==> config.mk <==
export PLATFORM = sky130hd
export DESIGN_NAME = fetch_unit
export DESIGN_NICKNAME = d
export VERILOG_FILES = /design/src/rtl/fetch_pkg.sv /design/src/rtl/fetch_unit.sv
export SDC_FILE = /design/constraint.sdc
export NUM_CORES = 1
export LEC_CHECK = 0
export BUFFER_PORTS_ARGS = -buffer_cell sky130_fd_sc_hd__buf_2
export CAP_MARGIN = 40
export CORE_MARGIN = 2
export CORE_UTILIZATION = 45
export CTS_CLUSTER_SIZE = 40
export DETAILED_ROUTE_END_ITERATION = 12
export GPL_TIMING_DRIVEN = 1
export PLACE_DENSITY = 0.76
export SKIP_CTS_REPAIR_TIMING = 1
export SYNTH_ARGS = -nofsm -noshare
export SYNTH_HDL_FRONTEND = slang
export SYNTH_SLANG_ARGS = --single-unit
==> constraint.sdc <==
create_clock -name clk -period 2.4 [get_ports clk]
set_clock_uncertainty 0.1 [all_clocks]
set_input_delay 0 -clock clk [delete_from_list [all_inputs] [get_ports clk]]
set_output_delay 0 -clock clk [all_outputs]
set_load 0.03 [all_outputs]
==> src/rtl/fetch_pkg.sv <==
// Shared definitions for the instruction fetch unit: FSM states and fetch constants.
package fetch_pkg;

    typedef enum logic [2:0] {
        S_REQ,
        S_WAIT,
        S_HOLD,
        S_DROP,
        S_FAULT
    } fetch_state_t;

    localparam logic [31:0] NOP    = 32'h0000_0013;
    localparam logic [63:0] PC_INC = 64'd4;

endpackage

==> src/rtl/fetch_unit.sv <==
// Single-outstanding instruction fetch unit with redirect and stale-response dropping.
// Optional macro FETCH_MISALIGN_TRAP_EN: misaligned redirect targets trap into FAULT.
module fetch_unit
    import fetch_pkg::*;
#(
    parameter logic [63:0] RESET_PC = 64'h0000_0000_0000_0000
) (
    input  logic        clk,
    input  logic        rst,
    input  logic        en_F,
    input  logic        redirect_valid,
    input  logic [63:0] redirect_pc,
    output logic        imem_req_valid,
    input  logic        imem_req_ready,
    output logic [63:0] imem_req_addr,
    input  logic        imem_rsp_valid,
    input  logic [31:0] imem_rsp_data,
    output logic [63:0] PC_F,
    output logic [31:0] Instr_F,
    output logic        valid_F,
    output logic        misalign_F
);

    fetch_state_t state, state_nxt;
    logic [63:0]  pc;
    logic [63:0]  redir_tgt;
    logic         redir_bad;
    logic         stale;
    logic         waiting;
    logic         accepting;
    logic         owed_next;

`ifdef FETCH_MISALIGN_TRAP_EN
    assign redir_tgt = redirect_pc;
    assign redir_bad = (redirect_pc[1:0] != 2'b00);
`else
    assign redir_tgt = redirect_pc & ~64'd3;
    assign redir_bad = 1'b0;
`endif

    // A response is still owed by memory after this edge unless it arrives now.
    assign waiting   = (state == S_WAIT) || (state == S_DROP) || ((state == S_FAULT) && stale);
    assign accepting = (state == S_REQ) && imem_req_ready;
    assign owed_next = (waiting && !imem_rsp_valid) || accepting;

    assign imem_req_valid = (state == S_REQ);
    assign imem_req_addr  = pc;

    always_comb begin
        // NOTE: default assigned first so no path leaves state_nxt unassigned and infers a latch.
        state_nxt = state;
        if (redirect_valid) begin
            if (redir_bad)      state_nxt = S_FAULT;
            else if (owed_next) state_nxt = S_DROP;
            else                state_nxt = S_REQ;
        end else begin
            case (state)
                S_REQ:   if (imem_req_ready) state_nxt = S_WAIT;
                S_WAIT:  if (imem_rsp_valid) state_nxt = S_HOLD;
                S_HOLD:  if (en_F)           state_nxt = S_REQ;
                S_DROP:  if (imem_rsp_valid) state_nxt = S_REQ;
                default: state_nxt = state;
            endcase
        end
    end

    // NOTE: sequential state uses non-blocking assignments so every register samples pre-edge values.
    always_ff @(posedge clk) begin
        if (rst) begin
            state <= owed_next ? S_DROP : S_REQ;
            stale <= 1'b0;
        end else begin
            state <= state_nxt;
            stale <= (state_nxt == S_FAULT) && owed_next;
        end
    end

    always_ff @(posedge clk) begin
        if (rst) begin
            pc      <= RESET_PC;
            PC_F    <= '0;
            Instr_F <= NOP;
            valid_F <= 1'b0;
        end else if (redirect_valid) begin
            pc      <= redir_tgt;
            Instr_F <= NOP;
            valid_F <= 1'b0;
        end else if ((state == S_WAIT) && imem_rsp_valid) begin
            PC_F    <= pc;
            Instr_F <= imem_rsp_data;
            valid_F <= 1'b1;
        end else if ((state == S_HOLD) && en_F) begin
            pc      <= pc + PC_INC;
            Instr_F <= NOP;
            valid_F <= 1'b0;
        end
    end

`ifdef FETCH_MISALIGN_TRAP_EN
    always_ff @(posedge clk) begin
        if (rst)                 misalign_F <= 1'b0;
        else if (redirect_valid) misalign_F <= redir_bad;
    end
`else
    assign misalign_F = 1'b0;
`endif

endmodule

==> results of run 1 <==
[layout by cell type (no fill, tap or decap), drive strengths merged, types with 16 or more instances in the layout]
cell / synthesis / final
nand4: 21 / 21
nand2: 189 / 189
buf: 9 / 318
dfxtp: 161 / 161
and3: 20 / 20
nor2: 67 / 67
dlygate4sd3: 0 / 106
xnor2: 32 / 32
clkbuf: 65 / 22
inv: 13 / 16
a211oi: 31 / 31
nor4: 25 / 25
a21oi: 102 / 102
nor3: 21 / 21
nand3: 66 / 66
[metal layers]
layer | track usage, % | share of wire [%] | vias up
met3 | 7.369 | 7.1 | 58
met5 | 0 | 0 | -
met2 | 42.41 | 50 | 341
met1 | 31.88 | 41 | 3953
met4 | 9.722 | 2.5 | 0
li1 | - | - | 4081
[power groups by stage]
stage	Sequential, uW	Combinational (uW)	Clock [uW]
4_1_cts	2910	1020	2590
5_1_grt	2940	1270	2720
3_3_place_gp	2970	1010	0
6_report	2920	1180	2560
3_5_place_dp	2970	1020	0
2_1_floorplan	3180	435	0
[final cells by class]
type | instances | area [sq um]
fillers | 1298 | 5096
multi-input cells | 700 | 3835
repair buffers | 424 | 2808
clock buffers | 22 | 474.2
clock inverters | 10 | 77.57
inverters | 13 | 48.80
flip-flops and latches | 161 | 3276
well taps | 216 | 270.3
[flip-flops by register name, summed over array words and instances (netlist names)]
register / cells
stale: 1
PC_F: 62
imem_req_addr: 62
state: 3
Instr_F: 32
valid_F: 1
[per-stage QoR]
step	instances	TNS, ns	hold WS (ns)	worst slack, ns	utilization (%)
2_1_floorplan	948	-0.1044	0.008625	-0.1044	-
3_5_place_dp	1408	0	0.1269	0.01470	57.53
6_report	1546	0	-0.01036	0.08634	67.92
3_3_place_gp	1408	0	0.1149	0.1017	57.53
4_1_cts	1440	-0.001490	-0.3187	-0.001490	61.00
5_1_grt	1546	-0.04559	0.04975	-0.01974	67.92
[synthesized netlist by cell type (4+ instances only)]
| library cell | n |
|---|---|
| buf_4 | 5 |
| a22oi_1 | 5 |
| and4_1 | 14 |
| a2111oi_0 | 9 |
| a31oi_1 | 4 |
| mux2i_1 | 5 |
| or3_1 | 10 |
| and3_1 | 19 |
| nand2_1 | 189 |
| or4_1 | 6 |
| o21ai_0 | 15 |
| and2_1 | 9 |
| nand4_1 | 20 |
| a311oi_1 | 8 |
| nor2b_1 | 4 |
| dfxtp_1 | 161 |
| xnor2_1 | 32 |
| nor4_1 | 25 |
| nor3_1 | 21 |
| nor2_1 | 67 |
| clkbuf_1 | 65 |
| nor3b_1 | 8 |
| a21oi_1 | 102 |
| inv_1 | 13 |
| nand3_1 | 66 |
| a211oi_1 | 31 |
[worst min-delay path, stage by stage]
cell and delay, ns:
buf_2 0.24, nor2_1 0.13, a2111oi_0 0.09
[worst min-delay path by stage]
stage / startpoint / to
2_1_floorplan: redirect_pc[57] / imem_req_addr[57]
3_3_place_gp: redirect_pc[57] / imem_req_addr[57]
3_5_place_dp: redirect_pc[57] / imem_req_addr[57]
4_1_cts: redirect_pc[57] / imem_req_addr[57]
5_1_grt: redirect_valid / imem_req_addr[45]
6_report: redirect_valid / imem_req_addr[45]
[cell families (layout without fill, tap and decap cells)]
logic type / count (synthesis) / count (layout)
simple gates: 470 / 470
compound gates: 183 / 183
flops: 161 / 161
buf+inv: 87 / 469
xor+xnor: 35 / 35
mux: 6 / 6
fa+ha+maj: 1 / 1
other cells: 1 / 5
==> results.json, run 1 <==
{
  "peakVddDrop_uv": 469.8,
  "die-area_sq_mm": 0.01734,
  "relSlewSlack_pct": 59.00,
  "synth.area.top_cells": "dfxtp_1 (44%), nand2_1 (9.7%), a21oi_1 (7.0%)",
  "dr.pass1.iters": 5,
  "internal_power_uw": 4670,
  "coreArea_sq_mm": 0.01589,
  "cp-start-kind": "register",
  "crit_path_frequent_cell": "or4_4",
  "final_cell_area_sq_mm": 0.01079,
  "max_cap_violations": 0,
  "cts_tree": "yes",
  "num_rows": 46,
  "die_w_microns": 131.7,
  "async_reset_ff_share_pct": 0,
  "dp_hpwl_mm": 16.55,
  "yosys.area_share.simple_pct": 31.11,
  "antenna_left": 0,
  "clkPwrFrac_pct": 38.5,
  "critPathKind": "register to register",
  "dieHeight_microns": 131.7,
  "rsz0062_at_grt": "yes",
  "fmax_mhz": 432.2,
  "crit_path_max_incr_delay_ns": 0.52,
  "synth_xor_area_share_pct": 4.178,
  "ys_warn_count": 0,
  "pwr-share-comb_pct": 17.8,
  "vias": 8433,
  "ys_seq_area_share_pct": 43.93,
  "grt_max_degree": 49,
  "required_ns": 2.65,
  "clock-root-buffer": "clkbuf_16",
  "insertedDiodeCount": 0,
  "cp.arrival_ns": 2.56,
  "routed_wl_mm": 25.19,
  "grt_util_all_layers_pct": 25.72,
  "finalNetCount": 1420,
  "cts_buffers": 17,
  "final.min_clock_period_ns": 2.314,
  "clock_latency_ns": 0.43,
  "crit_path_end_kind": "register",
  "ff2ff_setup_slack_ns": 0.09,
  "r2r-end": "imem_req_addr[39]",
  "initialDrtViolationCount": 610,
  "violations": "negative hold slack",
  "routabilityCongestion": 0.8733,
  "ys_ff_latch": 161,
  "hold_ws_ns": -0.01036,
  "yosysUniqueCellTypes": 47,
  "reg2reg_from": "imem_req_addr[11]",
  "htreeDepth": 4,
  "power.switching_uw": 1993,
  "synth_top_family_by_area": "simple AND/OR/NAND/NOR gates",
  "synth_fa_ha_area_share_pct": 0.1705,
  "cpLargestDelayFamily": "simple AND/OR/NAND/NOR gates",
  "synth_top_flop_cell": "dfxtp_1",
  "pwr-share-seq_pct": 43.8,
  "grt_pass1_vias": 7319,
  "worst_pin_slew_ns": 0.6127,
  "crit_path_top_delay_cell": "or4_4",
  "power_density_mw_per_mm2": 617.6,
  "path_buf_inv": 0,
  "clkTransAtPathRegs_ns": 0.07,
  "placed_area_sq_mm": 0.009139,
  "switching_share_pct": 29.91,
  "crit_chain": "nand4_1 > or4_4 > or4_4 > or4_1 > a311oi_2",
  "synth-compound-area-share_pct": 14.99,
  "hold_depth": 3,
  "rr_worst_depth": 5,
  "syn_avg_cell_area_sq_um": 7.772,
  "netlist_area_sq_mm": 0.007337,
  "grt_antenna_before_repair": 0,
  "drc": 0,
  "p_total_uw": 6663,
  "worstSetupEndpoint": "imem_req_addr[39]",
  "yosysTopAreaCell": "dfxtp_1",
  "cts.sinks": 161,
  "synthMuxAreaShare_pct": 0.8356,
  "cts_buffer_depth": 2,
  "io-pin-count": 265,
  "hold_path_class": "input pin to register",
  "report.final.slew_viol_count": 0,
  "startpoint": "imem_req_addr[11]",
  "synthCells": 944,
  "leakage_uw": 0.004491,
  "grt_pass1_wl_mm": 36.56,
  "cp_max_fo": 7,
  "outcome": "finished with violations",
  "portBuffers": 257,
  "via_per_inst": 5.455,
  "setup_viol_count_final": 0,
  "synth_edf_count": 0,
  "grt_overflow": 0,
  "area_delta_synth_final_pct": 47.05,
  "initial_utilization_pct": 46.19,
  "hold_viol": 1,
  "drive_above_1_share_pct": 29.40,
  "synth_top_area_share_pct": 43.93,
  "min_period_over_period_pct": 96.40,
  "cp.depth": 5,
  "wl_per_cell_microns": 16.29
}
(Power assumes the default switching activity.)
==> run 2: changes to the inputs <==
Settings changed: GPL_TIMING_DRIVEN 1 to 0, PLACE_DENSITY 0.76 to 0.74.
Clock period 2.4 ns to 2.86 ns, I/O delays scaled along.
==> results.json, run 2 (synthesis results as in run 1) <==
{
  "outcome": "finished clean",
  "hold_depth": 4,
  "switching_share_pct": 29.00,
  "reg2reg_from": "imem_req_addr[6]",
  "grt_overflow": 0,
  "p_total_uw": 5719,
  "antenna_left": 0,
  "finalNetCount": 1430,
  "hold_ws_ns": 0.2368,
  "hold_path_class": "input pin to register",
  "nFillCells": 1320,
  "routabilityCongestion": 0.9092,
  "grt_util_all_layers_pct": 27.54,
  "vias": 8490,
  "min_period_over_period_pct": 97.81,
  "required_ns": 3.10,
  "report.final.slew_viol_count": 0,
  "layout_common_cells": "buf_2 (258), nand2_1 (189), dfxtp_1 (150)",
  "insertedDiodeCount": 0,
  "setup_viol_count_final": 0,
  "critPathKind": "register to register",
  "cts_buffers": 17,
  "initialDrtViolationCount": 687,
  "final_common_cell": "buf_2",
  "cp-start-kind": "register",
  "r2r-end": "imem_req_addr[39]",
  "area_delta_synth_final_pct": 44.36,
  "worstHoldStart": "redirect_pc[57]",
  "pwr-share-seq_pct": 43.4,
  "wl_per_cell_microns": 16.85,
  "grt_antenna_before_repair": 0,
  "io-pin-count": 265,
  "worst_pin_slew_ns": 0.7724,
  "dp_hpwl_mm": 17.73,
  "die-area_sq_mm": 0.01734,
  "power.switching_uw": 1658,
  "crit_path_end_kind": "register",
  "num_rows": 46,
  "fin_tns_setup_ns": 0,
  "die_w_microns": 131.7,
  "clock-root-buffer": "clkbuf_16",
  "grt_pass1_wl_mm": 38.75,
  "cts_buffer_depth": 2,
  "rr_worst_depth": 6,
  "peakVddDrop_uv": 395.8,
  "internal_power_uw": 4061,
  "power_density_mw_per_mm2": 540.0,
  "routed_wl_mm": 26.21,
  "clkPwrFrac_pct": 40.1,
  "hold_viol": 0,
  "via_per_inst": 5.456,
  "drc": 0,
  "cts_tree": "yes",
  "final.min_clock_period_ns": 2.797,
  "cp.arrival_ns": 3.04,
  "clock_latency_ns": 0.43,
  "rsz0062_at_grt": "no",
  "htreeDepth": 4,
  "coreArea_sq_mm": 0.01589,
  "ff2ff_setup_slack_ns": 0.06,
  "grt_pass1_vias": 7474,
  "portBuffers": 257,
  "drive_above_1_share_pct": 23.88,
  "placed_area_sq_mm": 0.008931,
  "initial_utilization_pct": 46.19,
  "grt_max_degree": 17,
  "final_cell_area_sq_mm": 0.01059,
  "dr.pass1.iters": 5,
  "clkTransAtPathRegs_ns": 0.06,
  "leakage_uw": 0.004296,
  "hold_end": "imem_req_addr[57]",
  "relSlewSlack_pct": 48.35,
  "pwr-share-comb_pct": 16.5,
  "fmax_mhz": 357.5,
  "cts.sinks": 161,
  "max_cap_violations": 0,
  "dieHeight_microns": 131.7,
  "cp_max_fo": 8
}
## run 2: worst max-delay path by stage
stage                           startpoint           endpoint  slack [ns]
after CTS                         state[0]  imem_req_addr[44]       -0.42
after detailed placement          state[0]  imem_req_addr[44]       -0.42
final                     imem_req_addr[6]  imem_req_addr[39]        0.06
after floorplan           imem_req_addr[5]  imem_req_addr[39]       0.005
after global placement            state[0]  imem_req_addr[44]       -0.30
after global routing      imem_req_addr[6]  imem_req_addr[39]       0.008
## run 2: power groups by stage
stage / clock, uW / combinational [uW] / sequential, uW
floorplan: 0 / 361 / 2670
global placement: 0 / 814 / 2510
detailed placement: 0 / 823 / 2520
CTS: 2310 / 827 / 2470
global route: 2410 / 1020 / 2500
finish: 2290 / 945 / 2480
## run 2: critical path: stages, from the launching register on
cell and delay, ns:
dfxtp_2 0.39, nand4_2 0.14, or4_1 0.52, buf_2 0.21
or4_4 0.57, or4_1 0.51, a311oi_1 0.27
## run 2: metrics by stage
step / instances / worst slack (ns) / util, %
floorplan: 948 / 0.005280 / -
global placement: 1421 / -0.3045 / 56.08
detailed placement: 1423 / -0.4199 / 56.22
CTS: 1455 / -0.4197 / 59.90
global route: 1556 / 0.008071 / 66.67
finish: 1556 / 0.06266 / 66.67
## run 2: final cells by class
type / count / area [sq um] / share of cell area (%)
inverters: 13 / 48.80 / 0.4607
clock inverters: 8 / 102.6 / 0.9687
flip-flops and latches: 161 / 3244 / 30.63
well taps: 216 / 270.3 / 2.552
clock buffers: 24 / 481.7 / 4.548
repair buffers: 365 / 2362 / 22.30
plain buffers: 69 / 284.0 / 2.682
multi-input cells: 700 / 3797 / 35.85
## run 2: layer usage
metal	part of all wire, %	wire, microns	up-vias	track usage (%)
li1	-	-	4094	-
met1	42	11030	3963	35.04
met2	48	12670	379	44.53
met3	7.0	1826	54	6.983
met4	2.6	685	0	11.35
met5	0	0	-	0
